**config.mk**
```make
export PLATFORM = sky130hd
export DESIGN_NAME = mem_pwr_seq
export DESIGN_NICKNAME = d
export VERILOG_FILES = /design/src/rtl/mem_pwr_seq.sv
export SDC_FILE = /design/constraint.sdc
export NUM_CORES = 1
export LEC_CHECK = 0
export BUFFER_PORTS_ARGS = -buffer_cell sky130_fd_sc_hd__buf_2
export CAP_MARGIN = 20
export CELL_PAD_IN_SITES_DETAIL_PLACEMENT = 1
export CELL_PAD_IN_SITES_GLOBAL_PLACEMENT = 1
export CORE_MARGIN = 5
export CORE_UTILIZATION = 39
export DETAILED_ROUTE_END_ITERATION = 16
export GPL_TIMING_DRIVEN = 0
export PLACE_DENSITY_LB_ADDON = 0.1
export SYNTH_ARGS = -nofsm -noshare
export SYNTH_HDL_FRONTEND = slang
export SYNTH_SLANG_ARGS = --single-unit
```
**constraint.sdc**
```tcl
create_clock -name clk -period 1.94 [get_ports clk]
set_input_delay 0.291 -clock clk [delete_from_list [all_inputs] [get_ports clk]]
set_output_delay 0.291 -clock clk [all_outputs]
set_load 0.02 [all_outputs]
```
**src/rtl/mem_pwr_seq.sv**
```systemverilog
// -----------------------------------------------------------------------------
// mem_pwr_seq
//   Power sequencer for the memory-controller power domain. Owns the
//   sleep/wake flow of that domain:
//     sleep: RUN -> DRAIN -> SAVE -> ISO -> OFF
//     wake : OFF -> PWRON -> RESTORE -> UNISO -> RUN
//   DRAIN can abort back to RUN on wake_req. Every output is a flop loaded on
//   the same edge as the state register, so there is no combinational path
//   from any input to any output.
//
// Parameters
//   SAVE_CYC     cycles save is held high       (>=1, <2**CNT_W)
//   RESTORE_CYC  cycles restore is held high    (>=1, <2**CNT_W)
//   PWR_TMO      cycles in PWRON before pwr_err (>=1, <2**CNT_W)
//   CNT_W        width of the internal cycle counter
//
// Ports
//   clk        clock
//   reset      asynchronous, active-high reset (returns to RUN, domain on)
//   sleep_req  level request to power the domain down
//   wake_req   level request to power the domain up (wins over sleep_req)
//   busy       controller still has traffic or a non-empty temp fifo
//   pwr_good   power switch reports the domain supply is stable
//   pwr_up     domain power switch on
//   iso_up     domain outputs clamped
//   save       retention save strobe, SAVE_CYC cycles
//   restore    retention restore strobe, RESTORE_CYC cycles
//   sleep_ack  1-cycle pulse on entry to OFF
//   wake_ack   1-cycle pulse on entry to RUN from UNISO
//   pwr_err    sticky pwr_good timeout flag, cleared only by reset
//   state      current state encoding (debug)
// -----------------------------------------------------------------------------
module mem_pwr_seq #(
  parameter int SAVE_CYC    = 2,
  parameter int RESTORE_CYC = 2,
  parameter int PWR_TMO     = 12,
  parameter int CNT_W       = 4
) (
  input  logic       clk,
  input  logic       reset,
  input  logic       sleep_req,
  input  logic       wake_req,
  input  logic       busy,
  input  logic       pwr_good,
  output logic       pwr_up,
  output logic       iso_up,
  output logic       save,
  output logic       restore,
  output logic       sleep_ack,
  output logic       wake_ack,
  output logic       pwr_err,
  output logic [2:0] state
);

  typedef enum logic [2:0] {
    S_RUN     = 3'd0,
    S_DRAIN   = 3'd1,
    S_SAVE    = 3'd2,
    S_ISO     = 3'd3,
    S_OFF     = 3'd4,
    S_PWRON   = 3'd5,
    S_RESTORE = 3'd6,
    S_UNISO   = 3'd7
  } st_e;

  // Domain control word, one bit per power-control output.
  typedef struct packed {
    logic pwr_up;
    logic iso_up;
    logic save;
    logic restore;
  } dom_ctl_t;

  // Terminal counts of the timed states.
  localparam logic [CNT_W-1:0] SAVE_LAST = CNT_W'(SAVE_CYC - 1);
  localparam logic [CNT_W-1:0] REST_LAST = CNT_W'(RESTORE_CYC - 1);
  localparam logic [CNT_W-1:0] TMO_LAST  = CNT_W'(PWR_TMO - 1);

  localparam dom_ctl_t CTL_RESET = '{pwr_up: 1'b1, iso_up: 1'b0,
                                     save: 1'b0, restore: 1'b0};

  st_e              st_q, st_d;
  logic [CNT_W-1:0] cnt_q, cnt_d;
  dom_ctl_t         ctl_d;
  logic             sack_d, wack_d, err_d;
  logic             tmo;

  // Control word a state drives. Isolation is raised in ISO before power
  // drops in OFF and is held through RESTORE and UNISO, so the clamp is
  // always up while the domain outputs may be undefined.
  function automatic dom_ctl_t ctl_of(input st_e s);
    dom_ctl_t c;
    c = CTL_RESET;
    case (s)
      S_RUN, S_DRAIN: c = '{pwr_up: 1'b1, iso_up: 1'b0, save: 1'b0, restore: 1'b0};
      S_SAVE:         c = '{pwr_up: 1'b1, iso_up: 1'b0, save: 1'b1, restore: 1'b0};
      S_ISO:          c = '{pwr_up: 1'b1, iso_up: 1'b1, save: 1'b0, restore: 1'b0};
      S_OFF:          c = '{pwr_up: 1'b0, iso_up: 1'b1, save: 1'b0, restore: 1'b0};
      S_PWRON:        c = '{pwr_up: 1'b1, iso_up: 1'b1, save: 1'b0, restore: 1'b0};
      S_RESTORE:      c = '{pwr_up: 1'b1, iso_up: 1'b1, save: 1'b0, restore: 1'b1};
      S_UNISO:        c = '{pwr_up: 1'b1, iso_up: 1'b1, save: 1'b0, restore: 1'b0};
      default:        c = CTL_RESET;
    endcase
    return c;
  endfunction

  // ---------------------------------------------------------------------------
  // Next-state logic
  // ---------------------------------------------------------------------------
  always_comb begin
    st_d = st_q;
    tmo  = 1'b0;
    case (st_q)
      // wake_req wins when both requests are high.
      S_RUN:     if (sleep_req && !wake_req) st_d = S_DRAIN;
      // Abort back to RUN before any retention state has been touched.
      S_DRAIN: begin
        if (wake_req)   st_d = S_RUN;
        else if (!busy) st_d = S_SAVE;
      end
      // Committed to sleep from here on: wake_req is not looked at until OFF.
      S_SAVE:    if (cnt_q == SAVE_LAST) st_d = S_ISO;
      S_ISO:     st_d = S_OFF;
      S_OFF:     if (wake_req) st_d = S_PWRON;
      // A late pwr_good still completes the wake; the timeout only flags it.
      S_PWRON: begin
        if (pwr_good)               st_d = S_RESTORE;
        else if (cnt_q == TMO_LAST) tmo  = 1'b1;
      end
      S_RESTORE: if (cnt_q == REST_LAST) st_d = S_UNISO;
      S_UNISO:   st_d = S_RUN;
      default:   st_d = S_RUN;
    endcase
  end

  // ---------------------------------------------------------------------------
  // Cycle counter: cleared on every state change, only advances in the timed
  // states. In PWRON it stops at the timeout count so it can never wrap while
  // waiting indefinitely for pwr_good.
  // ---------------------------------------------------------------------------
  always_comb begin
    cnt_d = '0;
    if (st_d == st_q) begin
      case (st_q)
        S_SAVE, S_RESTORE: cnt_d = (cnt_q == '1) ? cnt_q : cnt_q + 1'b1;
        S_PWRON:           cnt_d = (cnt_q == TMO_LAST) ? cnt_q : cnt_q + 1'b1;
        default:           cnt_d = '0;
      endcase
    end
  end

  // ---------------------------------------------------------------------------
  // Next outputs, derived from the state being entered so they line up with
  // the state register.
  // ---------------------------------------------------------------------------
  always_comb begin
    ctl_d  = ctl_of(st_d);
    sack_d = (st_d == S_OFF) && (st_q != S_OFF);
    wack_d = (st_d == S_RUN) && (st_q == S_UNISO);
    err_d  = pwr_err | tmo;
  end

  // ---------------------------------------------------------------------------
  // State and output registers
  // ---------------------------------------------------------------------------
  always_ff @(posedge clk or posedge reset) begin
    if (reset) begin
      st_q                            <= S_RUN;
      cnt_q                           <= '0;
      {pwr_up, iso_up, save, restore} <= CTL_RESET;
      sleep_ack                       <= 1'b0;
      wake_ack                        <= 1'b0;
      pwr_err                         <= 1'b0;
    end else begin
      st_q                            <= st_d;
      cnt_q                           <= cnt_d;
      {pwr_up, iso_up, save, restore} <= ctl_d;
      sleep_ack                       <= sack_d;
      wake_ack                        <= wack_d;
      pwr_err                         <= err_d;
    end
  end

  assign state = st_q;

endmodule
```
==> metrics.csv, run 1 <==
metric,value,unit
status,completed,
finalHoldWorstSlack,0.0353,ns
yosysUniqueCellTypes,36,
antenna_left,0,
grt_max_degree,15,
reg2reg_depth,6,
syn_inst,75,
arrival,1.78,ns
tns,0,ns
cts.sinks,14,
cts_post_setup_buffers_inserted,0,
wl,1670,µm
hp-class,in -> async,
cts_buffers,3,
cts-root-buf,clkbuf_4,
start_util,39.7,%
routed.top_layer,met4,
finish.utilization,47.3,%
dr_wl_met2,706,µm
power.density,1380,nW/µm²
dieArea,2940,µm²
final_cells,121,
reg2reg_from,cnt_q[1],
netlist.top_cell.by_area,dfrtp_1,
drt_iter0_drc,3,
finalHoldViolCount,0,
vias_per_cell,5.06,
drv_cap,0,
worst_slew_pin_slew,0.547,ns
clk_pin_slew,0.08,ns
die_h,54.2,µm
grt_overflow,0,
max_freq,616,MHz
slew_violations,0,
cts_resized,0,
grt_pass1_vias,640,
portBuffers,15,
timing.final.crit_share,83.7,%
setup_viol,0,
met1_length,844,µm
area_growth,19.0,%
drc,0,
core-area,1920,µm²
route.met3.wl,92,µm
total_power,0.00125,W
syn_nets,83,
syn_area_per_cell,10.2,µm²
wl_per_cell,13.8,µm
yosysSeqAreaShare,46.1,%
nNetsFinal,103,
irDropWorstVdd,888,µV
clk_path_buf_depth,2,
antenna_cells,0,
required,2.09,ns
die-width,54.2,µm
ys_seq_elements,14,
place_hpwl,1310,µm
rsz0062_at_grt,no,
cp_max_fo,4,
via_count,612,
grt_antenna_before_repair,0,
netlist_area,763,µm²
startpoint,cnt_q[1],
finalCriticalPeriod,1.62,ns
cts_hold_buf,0,
crit_type,reg -> reg,
endpoint_kind,register,
ys_warn_count,0,
drtPass1Iterations,4,
rows,16,
relSlewSlack,63.5,%
dp_cells,117,
htree_levels,1,
startpoint_type,register,
ios,16,
clock_latency,0.28,ns
synth_top_cell_area_share,42.6,%
grt_pass1_wl,2810,µm
synth.area.top_cells,"dfrtp_1 43%, dfstp_2 3.4%, nand2_1 3.4%",
p_leak,0.427,nW
globalplace.congestion,0.748,
cts_tree,yes,
drive_gt1_share,30.9,%
grt_util_all_layers,13.8,%
skew,0.00115,ns
[cell families (layout without fill, tap and decap cells)]
kind of cell,Yosys count,after routing,synth area share [%]
XOR/XNOR,2,2,2.30
adder cells (fa/ha/maj),2,2,3.28
flip-flops,14,14,46.1
multiplexers,1,1,1.31
buffers and inverters,10,29,7.38
AO/OA/AOI/OAI,18,18,18.5
AND/OR/NAND/NOR,28,28,21.1
[layer usage]
metal,global-route usage [%],up-vias
met1,18.1,295
met3,3.81,4
met4,7.47,0
met2,20.3,13
met5,0,-
li1,-,300
[Yosys cell counts (all sizes together)]
master	count
dfrtp	13
inv	7
nand2	7
a21oi	6
nor2	5
buf	3
ha	2
nand2b	2
nand3	2
nor3	2
nor3b	2
o21ai	2
o31ai	2
or3b	2
xnor2	2
a211oi	1
a21boi	1
a21o	1
a221oi	1
a32o	1
and2b	1
and3b	1
dfstp	1
mux2i	1
nand3b	1
nand4bb	1
nor2b	1
o211ai	1
o221ai	1
o32a	1
or4	1
[critical path: stages, from the launching register on]
cell      delay, ns
dfrtp_1        0.43
inv_1          0.07
ha_1           0.13
nor3b_1        0.34
nor2_1         0.09
a221oi_2       0.33
nor3_1         0.11
[path summary, 6_finish.rpt]
path / slack, ns / to
worst max-delay path: 0.32 / cnt_q[2]
max in group asynchronous: 1.53 / pwr_up
min in group clk: 0.34 / pwr_up
worst max register to register: 0.32 / cnt_q[2]
worst min register to register: 0.47 / pwr_err
worst min-delay path: 0.04 / iso_up
[area by class of cell]
cell class / count / area [µm²]
fillers: 238 / 1010
clock buffers: 4 / 36.3
well taps: 27 / 33.8
plain buffers: 3 / 27.5
repair buffers: 15 / 75.1
multi-input cells: 51 / 355
flip-flops and latches: 14 / 352
inverters: 7 / 28.8
[flip-flops by register name, summed over array words and instances (netlist names)]
name / flops
restore: 1
iso_up: 1
wake_ack: 1
pwr_err: 1
pwr_up: 1
save: 1
cnt_q: 4
state: 3
sleep_ack: 1
[cell usage in the layout (no fill, tap or decap), types with 2 or more instances in the layout]
cell type  count
clkbuf_4       3
a21oi_1        5
dfrtp_1       13
or3b_1         2
nor3b_1        2
nor3_1         2
nand2b_1       2
ha_1           2
nand3_1        2
o31ai_1        2
buf_6          2
inv_1          6
nand2_1        7
xnor2_1        2
nor2_1         4
buf_2         16
[metrics by stage]
step	instance area, µm²	setup slack, ns
floorplan	763	0.482
global placement	872	0.254
detailed placement	872	0.270
CTS	908	0.257
global route	908	0.147
finish	908	0.317
[power breakdown]
part / internal [W] / leakage (nW) / switching [W]
Clock: 0.000114 / 0.0210 / 0.0000954
Sequential: 0.000373 / 0.179 / 0.0000584
Combinational: 0.000245 / 0.227 / 0.000366
(Power assumes the default switching activity.)
==> inputs of run 2 (changes only) <==
--- a/config.mk
+++ b/config.mk
@@ -10,7 +10,7 @@
 export CELL_PAD_IN_SITES_DETAIL_PLACEMENT = 1
 export CELL_PAD_IN_SITES_GLOBAL_PLACEMENT = 1
 export CORE_MARGIN = 5
-export CORE_UTILIZATION = 39
+export CORE_UTILIZATION = 36
 export DETAILED_ROUTE_END_ITERATION = 16
 export GPL_TIMING_DRIVEN = 0
 export PLACE_DENSITY_LB_ADDON = 0.1
==> constraint.sdc (replaced) <==
create_clock -name clk -period 1.4 [get_ports clk]
set_input_delay 0.21 -clock clk [delete_from_list [all_inputs] [get_ports clk]]
set_output_delay 0.21 -clock clk [all_outputs]
set_load 0.02 [all_outputs]
==> run 2 against run 1 <==
The flow now finishes with violations (setup timing). Global-route usage decreased by 0.13 points. Die area increased by 6.8%. Maximum frequency increased by 12%. Critical path depth decreased by 1. Routed wire length increased by 15%. Clock power increased by 40%. Register-to-register slack got worse by 0.37 ns. Highest routed layer unchanged. Hold slack improved by 0.24 ns. Clock skew about the same. Cell count increased by 3.3%. Critical endpoint unchanged.
==> metrics.csv, run 2 (synthesis gave the netlist of run 1 again) <==
metric,value,unit,change
slowest_delay,0.46,ns,+0.03 ns
reg2reg_depth,5,,-1
dp_cells,117,,unchanged
slowest_stage,dfrtp_2,,
grt_pass1_wl,3360,µm,+20%
finish.utilization,49.2,%,+2.0 points
place_hpwl,1310,µm,-0.24%
drc,0,,unchanged
vias_per_cell,5.07,,+0.28%
slew_violations,0,,unchanged
timing.final.crit_share,104,%,+20 points
clockPowerShare,15.6,%,-1.1 points
p_leak,0.444,nW,+3.9%
antenna_left,0,,unchanged
final_cells,125,,+3.3%
clk_path_buf_depth,2,,unchanged
via_count,634,,+3.6%
drtPass1Iterations,3,,-1
grt_antenna_before_repair,0,,unchanged
cts_buffers,3,,unchanged
wl_per_cell,15.4,µm,+12%
clock_latency,0.28,ns,about the same
setup_viol,5,,+5
finalHoldViolCount,0,,unchanged
portBuffers,15,,unchanged
irDropWorstVdd,876,µV,-1.3%
grt_max_degree,15,,unchanged
violations,setup timing,,
hp-class,in -> reg,,
layout_commonest_cell,buf_2,,
power.net_switching,0.000780,W,+50%
finalCriticalPeriod,1.45,ns,-0.169 ns
area_growth,27.9,%,
seqPwrFrac,32.3,%,-2.2 points
cp_max_fo,10,,+6
relSlewSlack,64.4,%,+0.85 points
rows,16,,unchanged
largest_register_ff_count,4,,unchanged
worst_slew_pin_slew,0.534,ns,-0.0127 ns
globalplace.congestion,0.768,,+2.6%
grt_util_all_layers,13.7,%,-0.13 points
fin_ws,-0.0539,ns,-0.371 ns
status,"finished, violations left",,
p_int,0.00110,W,+50%
core-area,1980,µm²,+3.1%
cts.sinks,14,,unchanged
antenna_cells,0,,unchanged
place_ws,-0.280,ns,-0.550 ns
grt_overflow,0,,unchanged
grt_pass1_vias,693,,+8.3%
clk_pin_slew,0.09,ns,about the same
drt_iter0_drc,9,,+6
top_register,cnt_q,,
cts-root-buf,clkbuf_4,,
arrival,1.64,ns,-0.14 ns
path_cells,buf_6 > a211oi_1 > a221oi_2 > buf_4 > nor3_1,,
ios,16,,unchanged
max_freq,688,MHz,+12%
drv_cap,0,,unchanged
comb_power_share,52.1,%,+3.3 points
power.density,1930,nW/µm²,+40%
endpoint_kind,register,,
startpoint_type,register,,
finalHoldWorstSlack,0.275,ns,+0.239 ns
final_cell_mix,"15 x buf_2, 10 x dfrtp_1, 7 x nand2_1, 6 x inv_1, 4 x a21oi_1",,
cts_tree,yes,,
dieArea,3140,µm²,+6.8%
htree_levels,1,,unchanged
crit_type,reg -> reg,,
die_h,56.0,µm,+3.3%
wl,1930,µm,+15%
hold_path_depth,2,,
swShare,41.4,%,-0.068 points
skew,0.000889,ns,-0.000259 ns
drive_gt1_share,40.8,%,+10 points
total_power,0.00188,W,+50%
rsz0062_at_grt,yes,,
start_util,38.5,%,-1.2 points
die-width,56.0,µm,+3.3%
required,1.59,ns,-0.50 ns
nNetsFinal,107,,+3.9%
## run 2: cell count changes in the layout (fill, tap and decap cells not counted), sizes merged
cell         previous run  this run
buf                    18        21
dlygate4sd3             0         1
## run 2: repair_timing
action	in CTS	in global routing
endpoints found under the setup margin	7	7
gates resized for setup	6	1
hold endpoints to repair	13	0
hold buffers	1	0
buffers inserted	3	0
## run 2: worst paths after layout
check                      slack [ns]  startpoint  endpoint
setup / recovery                -0.05    state[0]  cnt_q[2]
hold / removal                   0.27    wake_req    pwr_up
setup reg to reg                -0.05    state[0]  cnt_q[2]
hold reg to reg                  0.47     pwr_err   pwr_err
max in group asynchronous        0.51       reset  state[2]
min in group asynchronous        0.51       reset  cnt_q[1]
## run 2: critical path: cells and delay by family (launching register included)
family          cells  cell delay, ns
flops               1            0.46
buf+inv             2            0.33
simple gates        1            0.21
compound gates      2            0.37
## run 2: cell type report
class                           count  area (µm²)
Timing Repair Buffer               19         108
Buffer                              3        33.8
Sequential cell                    14         355
Clock buffer                        4        36.3
Tap cell                           27        33.8
Inverter                            7        28.8
Fill cell                         241        1010
Multi-Input combinational cell     51         380
## run 2: power groups by stage
stage                     sequential [W]  clock [W]  combinational, W
after global placement          0.000613          0          0.000875
after floorplan                 0.000727          0          0.000527
final                           0.000607   0.000294          0.000981
after CTS                       0.000608   0.000305          0.000978
after detailed placement        0.000616          0          0.000874
after global routing            0.000624   0.000328           0.00108
## run 2: per-layer routing
layer  GRT usage [%]  part of all wire [%]
met5               0                     0
met4            5.08                  0.98
met3            3.25                   4.1
met2            20.4                    46
met1            19.0                    49
## run 2: per-stage QoR
stage                     instance area [µm²]   TNS, ns
after global routing                      976    -0.998
final                                     976    -0.162
after floorplan                           773  -0.00116
after global placement                    882     -1.42
after detailed placement                  882     -1.24
after CTS                                 973    -0.203
==> inputs of run 3 (changes only) <==
==> config.mk (replaced) <==
export PLATFORM = sky130hd
export DESIGN_NAME = mem_pwr_seq
export DESIGN_NICKNAME = d
export VERILOG_FILES = /design/src/rtl/mem_pwr_seq.sv
export SDC_FILE = /design/constraint.sdc
export NUM_CORES = 1
export LEC_CHECK = 0
export BUFFER_PORTS_ARGS = -buffer_cell sky130_fd_sc_hd__buf_2
export CAP_MARGIN = 20
export CORE_MARGIN = 5
export CORE_UTILIZATION = 46
export DETAILED_ROUTE_END_ITERATION = 16
export GPL_TIMING_DRIVEN = 0
export PLACE_DENSITY = 0.72
export SYNTH_ARGS = -nofsm -noshare
export SYNTH_HDL_FRONTEND = slang
export SYNTH_SLANG_ARGS = --single-unit
==> run 3 against run 2 <==
The run still ends with setup timing left. Core utilization rose by 16 points. Sequential cell count unchanged. Maximum frequency decreased by 4.8%. Clock-buffer cell count is the same. Routed wire length is 12% lower. Power up 3.0%. Critical endpoint is now state[0]. Largest cell class unchanged. Largest power group unchanged.
==> metrics.csv, run 3 (synthesis gave the netlist of run 1 again) <==
metric,value,unit,change
status,"finished, violations left",,
violations,setup timing,,
max_freq,655,MHz,-4.8%
wl_per_cell,14.5,µm,-6.1%
power.net_switching,0.000791,W,+1.4%
dieArea,2570,µm²,-18%
grt_pass1_wl,2790,µm,-17%
irDropWorstVdd,1320,µV,+51%
area_growth,32.5,%,
required,1.61,ns,+0.02 ns
antenna_left,0,,unchanged
comb_power_share,53.8,%,+1.7 points
cts_tree,yes,,
fin_ws,-0.128,ns,-0.0738 ns
grt_max_degree,15,,unchanged
top_register,cnt_q,,
power.density,1920,nW/µm²,-0.55%
cp_max_fo,4,,-6
antenna_cells,0,,unchanged
vias_per_cell,5.42,,+6.8%
worst_slew_pin_slew,0.524,ns,-0.0103 ns
finalCriticalPeriod,1.53,ns,+0.0738 ns
portBuffers,15,,unchanged
clk_pin_slew,0.09,ns,about the same
largest_register_ff_count,4,,unchanged
clock_latency,0.27,ns,about the same
globalplace.congestion,0.773,,+0.64%
grt_overflow,0,,unchanged
clockPowerShare,15.0,%,-0.6 points
skew,0.00137,ns,+0.000479 ns
place_hpwl,1110,µm,-15%
grt_util_all_layers,13.8,%,+0.096 points
timing.final.crit_share,109,%,+5.3 points
cts_buffers,3,,unchanged
place_ws,-0.210,ns,+0.0697 ns
grt_pass1_vias,622,,-10%
p_leak,0.466,nW,+5.0%
htree_levels,1,,unchanged
startpoint_type,register,,
wl,1700,µm,-12%
start_util,49.5,%,+11 points
total_power,0.00194,W,+3.0%
cts-root-buf,clkbuf_4,,
drt_iter0_drc,10,,+1
rsz0062_at_grt,yes,,
layout_commonest_cell,buf_2,,
via_count,634,,unchanged
drc,0,,unchanged
reg2reg_from,cnt_q[1],,
hp-start,wake_req,,
drive_gt1_share,46.5,%,+5.7 points
ios,16,,unchanged
drtPass1Iterations,4,,+1
core-area,1540,µm²,-22%
p_int,0.00115,W,+4.2%
final_cell_mix,"15 x buf_2, 10 x dfrtp_1, 7 x nand2_1, 6 x inv_1, 5 x buf_4",,
startpoint,cnt_q[1],,
fill_cells,130,,-46%
die_h,50.7,µm,-9.5%
die-width,50.7,µm,-9.5%
cts.sinks,14,,unchanged
drv_cap,0,,unchanged
crit_type,reg -> reg,,
endpoint_kind,register,,
setup_viol,7,,+2
seqPwrFrac,31.2,%,-1.1 points
arrival,1.74,ns,+0.10 ns
slew_violations,0,,unchanged
grt_antenna_before_repair,0,,unchanged
relSlewSlack,65.1,%,+0.69 points
nNetsFinal,110,,+2.8%
finalHoldViolCount,0,,unchanged
clk_path_buf_depth,2,,unchanged
hp-class,in -> reg,,
swShare,40.8,%,-0.66 points
rows,14,,-2
-- run 3: changes by cell type in the layout (fill, tap and decap cells not counted) --
| cell | previous run | this run |
|---|---|---|
| buf_4 | 3 | 5 |
| a21oi_1 | 4 | 3 |
| a21oi_4 | 0 | 1 |
| buf_6 | 3 | 4 |
| ha_1 | 1 | 0 |
| ha_2 | 1 | 2 |
| nor3b_1 | 1 | 0 |
| nor3b_2 | 0 | 1 |
| or4_1 | 1 | 0 |
| or4_4 | 0 | 1 |
-- run 3: worst paths after layout --
kind	to	slack, ns	cells past startpoint
min in group asynchronous	cnt_q[3]	0.50	3
hold / removal	pwr_up	0.29	2
setup / recovery	state[0]	-0.13	7
hold reg to reg	pwr_err	0.46	2
setup reg to reg	state[0]	-0.13	7
max in group asynchronous	state[0]	0.52	3
-- run 3: timing repair --
action,in CTS,in global routing
endpoints found under the hold margin,13,0
buffers inserted,3,3
gates resized for setup,7,6
pin swaps,2,2
cloned,0,0
endpoints found under the setup margin,6,6
hold buffers,1,0
-- run 3: stage by stage --
| stage | instance area (µm²) | hold slack [ns] | cells | utilization, % | TNS (ns) |
|---|---|---|---|---|---|
| floorplan | 773 | 0.0983 | 75 | - | -0.00116 |
| global placement | 868 | 0.261 | 106 | 56.3 | -1.21 |
| detailed placement | 868 | 0.273 | 106 | 56.3 | -0.839 |
| CTS | 963 | 0.289 | 114 | 62.5 | -0.0180 |
| global route | 1010 | 0.291 | 117 | 65.6 | -1.05 |
| finish | 1010 | 0.289 | 117 | 65.6 | -0.567 |
-- run 3: layout make-up --
cell class	instances	area [µm²]	area share, %
Buffer	3	33.8	3.34
Multi-Input combinational cell	51	403	39.9
Tap cell	16	20.0	1.98
Clock buffer	4	36.3	3.59
Sequential cell	14	355	35.1
Timing Repair Buffer	22	134	13.2
Inverter	7	28.8	2.85
-- run 3: power by group through the flow --
stage	Sequential (W)	Clock, W	Combinational, W
final	0.000606	0.000291	0.00104
after global routing	0.000623	0.000327	0.00111
after CTS	0.000603	0.000294	0.000951
after detailed placement	0.000610	0	0.000861
after global placement	0.000608	0	0.000851
after floorplan	0.000727	0	0.000527
-- run 3: critical path, stage by stage (launching register included) --
cell and delay [ns]:
dfrtp_1 0.43, inv_1 0.08, ha_2 0.16, nor3b_4 0.22, buf_6 0.14, a21oi_4 0.05
o211ai_2 0.22, buf_4 0.16
-- run 3: metal layers --
| metal | GRT usage (%) | up-vias | wire, µm |
|---|---|---|---|
| met2 | 21.1 | 13 | 788 |
| met1 | 19.0 | 299 | 833 |
| met4 | 5.11 | 0 | 22 |
| li1 | - | 320 | - |
| met3 | 2.66 | 2 | 52 |
| met5 | 0 | - | 0 |
